<file path="config.mk">
export PLATFORM = sky130hd
export DESIGN_NAME = crc32_8_rx_check
export DESIGN_NICKNAME = d
export VERILOG_FILES = /design/src/rtl/crc32_8_rx_check.sv
export SDC_FILE = /design/constraint.sdc
export NUM_CORES = 1
export LEC_CHECK = 0
export BUFFER_PORTS_ARGS = -buffer_cell sky130_fd_sc_hd__buf_2
export CAP_MARGIN = 20
export CORE_UTILIZATION = 50
export CTS_CLUSTER_DIAMETER = 120
export DETAILED_ROUTE_END_ITERATION = 7
export PLACE_DENSITY = 0.71
export SKIP_LAST_GASP = 1
export SLEW_MARGIN = 25
export SYNTH_ARGS = -nofsm -noshare
export SYNTH_HDL_FRONTEND = slang
export SYNTH_SLANG_ARGS = --single-unit
</file>
<file path="constraint.sdc">
create_clock -name clk_i -period 2.4 [get_ports clk_i]
set_clock_uncertainty 0.1 [all_clocks]
set_input_delay 0.12 -clock clk_i [delete_from_list [all_inputs] [get_ports clk_i]]
set_output_delay 0.12 -clock clk_i [all_outputs]
set_load 0.01 [all_outputs]
</file>
<file path="src/rtl/crc32_8_rx_check.sv">
// Receive-side CRC-32 frame checker: strips the trailing 4-byte FCS, forwards the
// payload and reports the residue verdict, payload length and short-frame flag.
module crc32_8_rx_check #(
  parameter logic [31:0] INIT  = 32'hFFFFFFFF,
  parameter int          LEN_W = 16
) (
  input  logic             clk_i,
  input  logic             rst_n_i,
  input  logic             in_valid_i,
  output logic             in_ready_o,
  input  logic [7:0]       in_data_i,
  input  logic             in_last_i,
  output logic             out_valid_o,
  input  logic             out_ready_i,
  output logic [7:0]       out_data_o,
  output logic             out_last_o,
  output logic             done_o,
  output logic             crc_ok_o,
  output logic             short_o,
  output logic [LEN_W-1:0] frame_len_o
);

  // Handshake: a byte moves on a port in a cycle where its valid and ready are both 1;
  // valid with its data/last stays stable until that handshake happens.

  localparam logic [2:0] FILL_FULL = 3'd4;

  logic [31:0]      crc_q;
  logic [31:0]      crc_next;
  logic [2:0]       fill_q;
  logic [2:0]       fill_d;
  logic [31:0]      dly_q;
  logic [LEN_W-1:0] pay_cnt_q;
  logic [LEN_W-1:0] pay_cnt_inc;
  logic             accept;
  logic             streaming;
  logic             load_out;

  function automatic logic [31:0] crc32_byte(input logic [31:0] c, input logic [7:0] d);
    logic [31:0] r;
    r = c;
    for (int i = 7; i >= 0; i--) begin
      if (r[31] ^ d[i]) r = {r[30:0], 1'b0} ^ 32'h04C11DB7;
      else              r = {r[30:0], 1'b0};
    end
    return r;
  endfunction

  assign in_ready_o  = !out_valid_o || out_ready_i;
  assign accept      = in_valid_i && in_ready_o;
  assign crc_next    = crc32_byte(crc_q, in_data_i);
  assign pay_cnt_inc = (&pay_cnt_q) ? pay_cnt_q : pay_cnt_q + 1'b1;

  // Fill counter doubles as the FILL (0..3) / STREAM (4) state.
  always_ff @(posedge clk_i or negedge rst_n_i) begin
    if (!rst_n_i) fill_q <= 3'd0;
    else          fill_q <= fill_d;
  end

  always_comb begin
    fill_d = fill_q;
    if (accept) begin
      if (in_last_i)               fill_d = 3'd0;
      else if (fill_q != FILL_FULL) fill_d = fill_q + 3'd1;
    end
  end

  always_comb begin
    streaming = (fill_q == FILL_FULL);
    load_out  = accept && streaming;
  end

  always_ff @(posedge clk_i or negedge rst_n_i) begin
    if (!rst_n_i) begin
      crc_q     <= INIT;
      dly_q     <= '0;
      pay_cnt_q <= '0;
    end else if (accept) begin
      crc_q <= in_last_i ? INIT : crc_next;
      dly_q <= {dly_q[23:0], in_data_i};
      if (in_last_i)      pay_cnt_q <= '0;
      else if (streaming) pay_cnt_q <= pay_cnt_inc;
    end
  end

  // Oldest delay-line byte is the one that has already been followed by four bytes.
  always_ff @(posedge clk_i or negedge rst_n_i) begin
    if (!rst_n_i) begin
      out_valid_o <= 1'b0;
      out_data_o  <= 8'd0;
      out_last_o  <= 1'b0;
    end else if (load_out) begin
      out_valid_o <= 1'b1;
      out_data_o  <= dly_q[31:24];
      out_last_o  <= in_last_i;
    end else if (out_ready_i) begin
      out_valid_o <= 1'b0;
    end
  end

  always_ff @(posedge clk_i or negedge rst_n_i) begin
    if (!rst_n_i) begin
      done_o      <= 1'b0;
      crc_ok_o    <= 1'b0;
      short_o     <= 1'b0;
      frame_len_o <= '0;
    end else begin
      done_o <= accept && in_last_i;
      if (accept && in_last_i) begin
        crc_ok_o    <= streaming && (crc_next == 32'd0);
        short_o     <= !streaming;
        frame_len_o <= streaming ? pay_cnt_inc : '0;
      end
    end
  end

endmodule
</file>
======== Word level (Yosys, flattened, before mapping) ========
Index checks and enable logic that the tools add are counted.
storage, ports and cells
  input bits .............................. 13
  flip-flop bits (word level) ............. 112
  word-level logic and storage cells ...... 62
cells by class
  mux-type cells .......................... 17
  reduce and logical (&&, ||, !) cells .... 14
  add/subtract/negate cells ............... 2
  equal/unequal tests ..................... 2
  bitwise operators ....................... 16
operator list
  cell                                           number
  two-way mux 27 bit                             8
  inverter 14 bit                                8
  two-way mux 16 bit                             4
  zero test 32 bit                               1
  two-way mux 32 bit                             1
  adder 16 x 1 -> 16 bit, second input constant  1
  AND reduction 16 bit                           1
  bitwise XOR 1 bit                              8
  two-way mux 3 bit                              2
  nonzero test 2 bit                             3
  logical AND 1 bit                              4
  AND reduction 2 bit                            2
  adder 3 x 1 -> 3 bit, second input constant    1
  == test 3 bit, second input constant           1
  inequality test 3 bit, second input constant   1
  zero test 1 bit                                2
  two-way mux 1 bit                              2
  logical OR 1 bit                               1

======== Logic depth before layout (Yosys ltp) ========
Gate-level depths: netlist of the first run.
  depth in word-level cells ............... 18
  mapped depth ............................ 9

======== Least setup slack after synthesis of the first run ========
No wires, ideal clock.
  kind .................................... register -> register
  start ................................... reg crc_q[25]
  end ..................................... reg crc_ok_o
  data required time ...................... 2.208 ns
  stages on the path, launching flop included .. 8
  library setup time ...................... 0.092 ns
  data arrival time ....................... 2.272 ns
  setup slack ............................. -0.064 ns
  cell sequence ........................... dfstp_2 xor2_1 xnor3_1 xnor2_1 or2_2 mux2i_1 o2111ai_1 o31ai_2
on the way
  word-level cells in the longest chain between the ends .. 8
ends and longest elaborated chain
  what                       line  RTL
  start, declared            28    logic [31:0] crc_q;
  start signal, assigned     79    crc_q <= in_last_i ? INIT : crc_next;
  inverter 14 bit (no line)  -
  two-way mux 27 bit (*)     43    if (r[31] ^ d[i]) r = {r[30:0], 1'b0} ^ 32'h04C11DB7;
  bitwise XOR 1 bit (*)      43
  two-way mux 27 bit (*)     43
  inverter 14 bit (no line)  -
  two-way mux 27 bit         43
  zero test 32 bit (*)       110   crc_ok_o <= streaming && (crc_next == 32'd0);
  logical AND 1 bit (*)      110
  end signal, assigned       110
  end, declared              18    output logic crc_ok_o,
Every way passes the cells marked *; elsewhere a longest branch is shown, timed or not.
A chain may end at the register's enable or synchronous reset.

======== Worst setup path in the final report of the first run ========
Ends and elaborated chain as after synthesis.

==> flow_results.org, run 1 <==
** Outcome
- Status :: completed

** Cells and area
- Of the cells placed in the final design, the portion with a size suffix greater than 1 is a little under a quarter.
- From synthesis to final layout, the design area changed by 18.2%.
- The repair_antennas step left the layout with diodes totalling 0.
- The finished cells cover a little under 7000 um^2.
- Count of placed standard cells in the final layout, fillers left out :: just over 800
- Total number of nets in the final design :: between 600 and 700
- Filler instances :: around 950

** Power and ir drop
- Clock network fraction of total power :: ~17%
- In this run, the combinational gates consume 52.5% of the power.
- Of the total power, registers draw a little over 30%.
- Power density over cell area :: around 1300 nW/um^2
- Power, Total :: 8.91 mW
- Net switching is 39.2% of the power.
- Cell leakage power :: about 3.2 nW
- Across the VDD grid, the largest voltage drop is around 0.0011 V.
- Switching power total :: approximately 3.5 mW
- Total internal power :: approximately 5.4 mW

** Global route
- Entering global routing, the biggest net connects between 50 and 60 pins.
- The first global-routing pass estimated 20600 um of wire.
- Met3 GRT Util :: roughly 3.6%
- Global-route layer with the greatest usage :: met2
- Number of antenna violations at the first check in global routing :: 0
- Routing usage on met2 :: between 30 and 40%
- The via count of the first global-routing pass is roughly 4100.
- For this run, the total global-route usage over all layers was measured as between 20% and 30%.
- Gr ovfl total :: 0
- In the global route stage, met1 resource usage came out at 31.5%.

** Yosys
- Sequential-to-total area share from yosys stat :: 49.9%
- For this run, the leading register cell type out of synthesis is sky130_fd_sc_hd__dfrtp_1.
- Synthesis produced 606 cells.
- Number of synthesized register bits :: about 110
- Number of enable flip-flop cells after synthesis :: 0
- Unique masters post-synth :: 46
- The Yosys step of the flow raised 0 warnings.
- The number of nets in the synthesized netlist is a little over 600.
- Post-Synthesis Cell Area :: between 5000 and 6000 um^2
- Averaged over all synthesized cells, the footprint is roughly 9.4 um^2.
- Share of synthesized registers carrying an async set or reset :: between 90% and 100%

** Setup path
- In this run the worst path has a maximum fanout of 3.
- Reg-to-reg endpoint :: crc_ok_o
- Worst r2r src :: crc_q[25]
- The worst setup path is captured at a flop.
- The worst setup path is of the reg -> reg kind.
- Critical path data arrival time :: approximately 2.5 ns
- STA puts the critical path data required time at approximately 2.6 ns.
- In this run the register-to-register setup slack is 0.04 ns.
- The worst register-to-register path has a depth of 7.
- Endpoint of the most critical setup path :: crc_ok_o
- Launch point of the worst path :: crc_q[25]
- The worst setup path is launched from a flop.

** STA
- Shortest clock period the worst path allows after layout :: about 2.4 ns
- The number of failing hold endpoints at the final stage came to 0.
- Aggregate negative setup slack :: 0 ns
- Unrepaired setup endpoints after global routing :: true
- Final-layout worst hold slack :: between 0.05 and 0.06 ns
- The final-report max-slew violation count was 0.
- Measured against its own limit, the worst slew margin works out to around two thirds.
- Final setup violation count :: 0
- The worst path uses a little under 100% of the clock period.
- Slew @ Worst Pin :: 0.514 ns
- Max frequency :: roughly 420 MHz

** Detailed routing
- After detailed routing, the average wire length per cell comes to 15.2 um.
- Via count :: around 4300
- Detailed Routing Iterations Pass 1 :: 5
- In this run the remaining antenna-violating nets after routing total 0.
- Dividing the detail-routed via count by the number of cells gives around 5.2.
- Overall routed net length :: roughly 13000 um
- Number of remaining DRC errors :: 0
- Drt initial violations :: between 200 and 250

** Placement
- Dpl hpwl :: between 8000 and 9000 um
- The congestion estimate from routability-driven global placement came to roughly 0.94.
- In this run the tool buffered the top-level ports with between 40 and 50 buffer cells.
- In this run the cell area measured after placement is around 6300 um^2.
- Including well taps, the total number of placed cells is 797.

** Clock tree
- Max Buffers Root-to-Sink :: 2
- CTS clock-pin slew for the worst setup and hold paths :: 0.08 ns
- Clock Sinks :: roughly 110
- Buffers added to address setup during post-CTS repair amount to 0.
- CTS tree :: built
- The cell sitting at the root of the clock tree is a sky130_fd_sc_hd__clkbuf_16.
- TritonCTS buffer count :: 9
- In this run the number of H-tree levels came out at 3.
- The later pin in the worst-skew pair is clocked with a latency of 0.36 ns.

** Floorplan
- The die covers ~12000 um^2.
- From left edge to right edge, the die measures between 100 and 150 um.
- The initial utilization of the core area, before any placement, comes to between 50% and 60%.
- Core Box Area :: ~11000 um^2
- The floorplan has 38 rows.
- I/O Pins :: 43
- The die is around 110 um tall.

** Min path
- HP Class :: in -> reg

** Flow run
- The tool flagged a number of max-cap violations equal to 0.
==> kinds of logic after synthesis <==
kind of cell	after synthesis	synth area share [%]
muxes	13	2.48
adders and majority gates	4	0.878
DFF	112	49.9
buffers and inverters	32	2.13
AOI/OAI and AO/OA	94	9.49
xor gates and xnor gates	81	14.8
and+or+nand+nor	270	20.3
==> cells in the final DEF (no fill, tap or decap), drive strengths merged, types with 6 or more instances in the layout <==
cell / count
nand2: 154
nand3: 14
clkbuf: 9
and2: 6
dfrtp: 80
nor3: 11
and3: 8
a21oi: 31
dfstp: 32
xor2: 27
dlygate4sd3: 9
mux2: 9
o21ai: 38
buf: 77
nor2: 57
xnor2: 53
inv: 9
==> Yosys cell counts (2+ instances only) <==
master	instances	area (um^2)
sky130_fd_sc_hd__o31ai_1	4	30.0
sky130_fd_sc_hd__nand2b_1	5	31.3
sky130_fd_sc_hd__or2_2	2	12.5
sky130_fd_sc_hd__o21ai_0	37	185
sky130_fd_sc_hd__nand2_1	154	578
sky130_fd_sc_hd__a211oi_1	3	22.5
sky130_fd_sc_hd__buf_1	4	15.0
sky130_fd_sc_hd__inv_1	6	22.5
sky130_fd_sc_hd__xnor2_2	11	179
sky130_fd_sc_hd__nor2_1	57	214
sky130_fd_sc_hd__clkbuf_1	21	78.8
sky130_fd_sc_hd__xor2_4	2	55.1
sky130_fd_sc_hd__dfstp_2	32	841
sky130_fd_sc_hd__a31oi_1	4	25.0
sky130_fd_sc_hd__a32o_1	2	20.0
sky130_fd_sc_hd__mux2_2	9	101
sky130_fd_sc_hd__or3_1	2	12.5
sky130_fd_sc_hd__mux2i_1	4	40.0
sky130_fd_sc_hd__a21o_1	4	30.0
sky130_fd_sc_hd__nor3b_1	2	15.0
sky130_fd_sc_hd__and2_1	6	37.5
sky130_fd_sc_hd__nand3_1	14	70.1
sky130_fd_sc_hd__ha_1	4	50.1
sky130_fd_sc_hd__xor2_1	25	219
sky130_fd_sc_hd__xnor2_1	42	368
sky130_fd_sc_hd__o22ai_1	2	12.5
sky130_fd_sc_hd__and3_1	8	50.1
sky130_fd_sc_hd__nor3_1	11	55.1
sky130_fd_sc_hd__o21a_1	2	15.0
sky130_fd_sc_hd__dfrtp_1	80	2000
sky130_fd_sc_hd__nand4_1	2	12.5
sky130_fd_sc_hd__a21oi_1	31	155
==> worst min-delay path by stage <==
stage,startpoint,to,slack [ns],depth (start not counted)
floorplan,rst_n_i,crc_ok_o,-0.28,0
global placement,rst_n_i,frame_len_o[9],-0.03,1
detailed placement,rst_n_i,frame_len_o[8],-0.02,1
CTS,out_ready_i,out_valid_o,0.03,3
global route,out_ready_i,out_valid_o,0.08,3
finish,out_ready_i,out_valid_o,0.06,3
==> power groups by stage <==
| stage | registers, mW | clock network, mW | logic [mW] |
|---|---|---|---|
| global placement | 2.75 | 0 | 4.55 |
| floorplan | 2.72 | 0 | 3.20 |
| global route | 2.82 | 1.57 | 5.14 |
| finish | 2.77 | 1.47 | 4.67 |
| detailed placement | 2.77 | 0 | 4.57 |
| CTS | 2.74 | 1.50 | 4.63 |
==> registers in the layout, summed over array words and instances, names as in the netlist <==
signal / flops
dly_q: 32
out_valid_o: 1
out_last_o: 1
crc_q: 32
frame_len_o: 16
crc_ok_o: 1
fill_q: 3
done_o: 1
out_data_o: 8
short_o: 1
pay_cnt_q: 16
==> per-stage QoR <==
step                      utilization, %  setup slack [ns]
after floorplan                        -            0.0372
after global routing                61.3           -0.0601
after detailed placement            57.1            0.0240
after global placement              57.1          -0.00478
final                               61.3            0.0400
after CTS                           60.6           0.00527
==> worst max-delay path: stages (launching register included) <==
cell and delay (ns):
sky130_fd_sc_hd__dfstp_2 0.59, sky130_fd_sc_hd__xor2_2 0.16, sky130_fd_sc_hd__xnor3_2 0.48, sky130_fd_sc_hd__xnor2_1 0.15, sky130_fd_sc_hd__or2_2 0.29, sky130_fd_sc_hd__mux2i_1 0.14
sky130_fd_sc_hd__o2111ai_1 0.15, sky130_fd_sc_hd__o31ai_2 0.20
==> layer usage <==
layer  part of all wire, %  vias to the layer above  routed length (um)
met5                     0                        -                   0
met2                    47                       84                5920
met1                    48                     2024                5950
met3                   3.2                       20                 398
li1                      -                     2150                   -
met4                   2.0                        0                 254
==> final cells by class <==
class	count	area (um^2)	share of cell area, %
Inverter	6	22.5	0.334
Clock inverter	7	65.1	0.966
Multi-Input combinational cell	462	2830	42.0
Tap cell	140	175	2.60
Clock buffer	9	225	3.34
Timing Repair Buffer	86	578	8.58
Sequential cell	112	2840	42.2
==> what timing repair did <==
action	4_1_cts	5_1_grt
gates resized for setup	0	10
hold buffers	9	0
hold endpoints to repair	35	0
setup endpoints to repair	0	2
Power figures use the tool's default switching activity.
==> run 2: changes to the inputs <==
--- a/config.mk
+++ b/config.mk
@@ -7,12 +7,13 @@
 export LEC_CHECK = 0
 export BUFFER_PORTS_ARGS = -buffer_cell sky130_fd_sc_hd__buf_2
 export CAP_MARGIN = 20
-export CORE_UTILIZATION = 50
+export CORE_UTILIZATION = 54
 export CTS_CLUSTER_DIAMETER = 120
 export DETAILED_ROUTE_END_ITERATION = 7
-export PLACE_DENSITY = 0.71
+export PLACE_DENSITY = 0.76
 export SKIP_LAST_GASP = 1
 export SLEW_MARGIN = 25
 export SYNTH_ARGS = -nofsm -noshare
 export SYNTH_HDL_FRONTEND = slang
 export SYNTH_SLANG_ARGS = --single-unit
+export TNS_END_PERCENT = 30
==> run 2 against run 1 <==
Design area shrank 1.5%. Die area shrank 7.3%. Worst hold slack lost 0.012 ns. Critical path depth grew 1. Routed wire length shrank 3.4%. Sequential power is essentially flat. Global-route usage grew 0.086 points. Non-clock buffer count shrank 1. Final cell count shrank 0.61%. Count of clock-buffer cells in the layout is the same. Sequential cell count is the same. Critical path type unchanged.
==> flow_results.org, run 2 (synthesis results as in run 1) <==
** STA
- The final clock period utilization by the worst path is 96.0% (-2.3 points).
- The top achievable clock speed is 434 MHz (+2.4%).
- Final number of max-transition violations :: 0 (unchanged)
- The number of failing hold endpoints at the final stage is 0 (unchanged).
- The slew at the pin with the worst max-slew slack came to 0.504 ns (-0.0105 ns).
- The final critical path time including I/O delays and setup was 2.30 ns (-0.0555 ns).
- Worst Setup Slack, final :: 0.0956 ns (+0.0555 ns)
- The worst slew margin relative to its limit was 66.4% (+0.87 points).
- Final setup violation count :: 0 (unchanged)

** Global route
- The initial antenna violation count came to 0 (unchanged).
- The via count of the first global-routing pass came to 4175 (+1.4%).
- The total grt overflow was 0 (unchanged).
- Largest net degree at the start of global routing :: 68 (+15%)
- Global-route total usage across every layer :: 23.1% (+0.086 points)
- Wire length of the first global-routing pass :: 20100 um (-2.3%)

** Cells and area
- The post-route core utilization is 64.6% (+3.2 points).
- In the layout the commonest cells are sky130_fd_sc_hd__nand2_1, sky130_fd_sc_hd__dfrtp_1, sky130_fd_sc_hd__nor2_1.
- Biggest regs :: crc_q: 32 flops, dly_q: 32 flops
- Final antenna diode count :: 0 (unchanged)
- Layout Area Growth over Synthesis :: 16.5%
- Count of placed standard cells in the final layout, fillers left out :: 817 (-0.61%)
- Layout cell share with drive strength beyond 1 :: 22.8% (-0.55 points)
- Leaving out fill and tap cells, the most frequent cell in the layout is sky130_fd_sc_hd__nand2_1.
- The final design instance area without fill was 6640 um^2 (-1.5%).
- Filler instances :: 839 (-12%)
- The net total in the final layout is 693 (-0.14%).
- The footprint of the flip-flops and latches came to 2840 um^2 (unchanged).
- Area of the multi-input gates :: 2820 um^2 (-0.40%)

** Placement
- The post-place setup slack came to 0.0760 ns (+0.0521 ns).
- The count of placed standard cells including taps came to 788 (-1.1%).
- Placed Instance Area :: 6240 um^2 (-0.48%)
- Final estimated routing congestion in global placement :: 0.912 (-2.6%)
- The HPWL after detailed placement was 8380 um (-3.3%).
- The number of port buffers was 42 (unchanged).

** Setup path
- Maximum fanout count along the critical path :: 6 (+3)
- Master of the slowest instance on the critical path :: sky130_fd_sc_hd__dfstp_2
- The worst setup path is captured at a flop.
- The worst setup path is of the reg -> reg kind.
- The delay of the slowest cell on the worst path is 0.57 ns (-0.02 ns).
- The buffering stage count on the worst path with inverters included is 1 (+1).
- The worst register-to-register path begins at crc_q[27].
- The endpoint arrival time on the critical path came to 2.50 ns (-0.03 ns).
- Required time of the critical path :: 2.60 ns (+0.03 ns)
- The most critical setup path has its startpoint at crc_q[27].
- The worst setup path is launched from a flop.
- Cell class contributing the biggest share of worst-path delay :: simple AND/OR/NAND/NOR gates
- Cell with the most instances on the worst path :: sky130_fd_sc_hd__xnor2_2
- Crit-path cells :: xnor2_2, buf_4, xnor2_2, xor2_1, nand3_1, nor4b_2, nand4_1, o31ai_2

** Clock tree
- Clock Sinks :: 112 (unchanged)
- CTS clock-pin slew for the worst setup and hold paths :: 0.11 ns (+0.03 ns)
- Max Buffers Root-to-Sink :: 2 (unchanged)
- The H-tree depth came to 3 (unchanged).
- The total clock buffers created by CTS is 9 (unchanged).
- CTS tree :: built
- The clock latency reported for the late side of the worst-skew pair is 0.38 ns (+0.02 ns).
- CTS placed an instance of sky130_fd_sc_hd__clkbuf_8 at the clock tree root.

** Detailed routing
- The number of iterations in the first detailed-routing pass was 4 (-1).
- Ratio of routed vias to standard cells :: 5.34 (+2.7%)
- Average routed wire per standard cell :: 14.8 um (-2.8%)
- Overall routed net length :: 12100 um (-3.4%)
- Via count :: 4366 (+2.1%)
- The count of unresolved DRC violations after routing came to 0 (unchanged).
- The number of nets still failing antenna checks after routing came to 0 (unchanged).
- The iteration-0 DRC count of the detailed router is 239 (+5.8%).

** Power and ir drop
- Cell leakage power :: 3.11 nW (-1.7%)
- Power density over cell area :: 1290 nW/um^2 (-2.1%)
- The worst ir drop on vdd is 0.00103 V (-3.4%).

** Floorplan
- Initial core utilization :: 55.4% (+3.6 points)
- Die height :: 105 um (-3.7%)
- Number of cell rows :: 37 (-2.6%)
- DIE AREA :: 11000 um^2 (-7.3%)
- The area of the core region came to 10300 um^2 (-6.4%).
- The number of top-level pins is 43 (unchanged).
- Die width :: 105 um (-3.7%)

** Min path
- The worst hold path begins at in_last_i.
- The min-delay analysis places its worst path in the category in -> reg.

** Flow run
- The count of maximum capacitance violations was 0 (unchanged).

** Outcome
- Status :: completed
run 2: area by class of cell:
cell class              instances  area share [%]
flip-flops and latches        112            42.8
well taps                     136            2.56
clock inverters                 7            1.09
clock buffers                   9            1.87
multi-input cells             462            42.4
repair buffers                 85            8.88
inverters                       6           0.339
run 2: path summary, 6_finish.rpt:
path | endpoint | slack (ns) | cells past startpoint
hold reg to reg | crc_q[1] | 0.37 | 2
setup / recovery | crc_ok_o | 0.1 | 8
setup reg to reg | crc_ok_o | 0.1 | 8
min in group asynchronous | frame_len_o[7] | 0.10 | 2
hold / removal | fill_q[0] | 0.05 | 2
max in group asynchronous | dly_q[9] | 1.32 | 3
run 2: power by group:
group	internal [mW]	leakage, nW	switching [mW]	total, mW
Clock	0.408	0.0966	0.696	1.10
Combinational	2.26	1.62	2.47	4.73
Sequential	2.44	1.40	0.322	2.76
run 2: routing by layer:
metal  GRT usage, %  vias up  part of all wire, %
li1               -     2137                    -
met4           8.45        0                  2.3
met1           31.1     2109                   45
met2           38.7       99                   49
met5              0        -                    0
met3           2.74       21                  3.5
run 2: timing repair:
item	4_1_cts	5_1_grt
setup buffers	0	3
setup endpoints to repair	0	1
endpoints found under the hold margin	61	0
gates resized for setup	0	9
hold buffers	10	0
run 2: through the flow:
step / power, mW / setup TNS (ns) / hold WS (ns)
3_3_place_gp: 7.11 / 0 / -0.00903
3_5_place_dp: 7.23 / 0 / -0.00814
5_1_grt: 9.15 / -0.0133 / 0.0641
6_report: 8.59 / 0 / 0.0451
2_1_floorplan: 5.92 / 0 / -0.276
4_1_cts: 8.38 / 0 / 0.0223
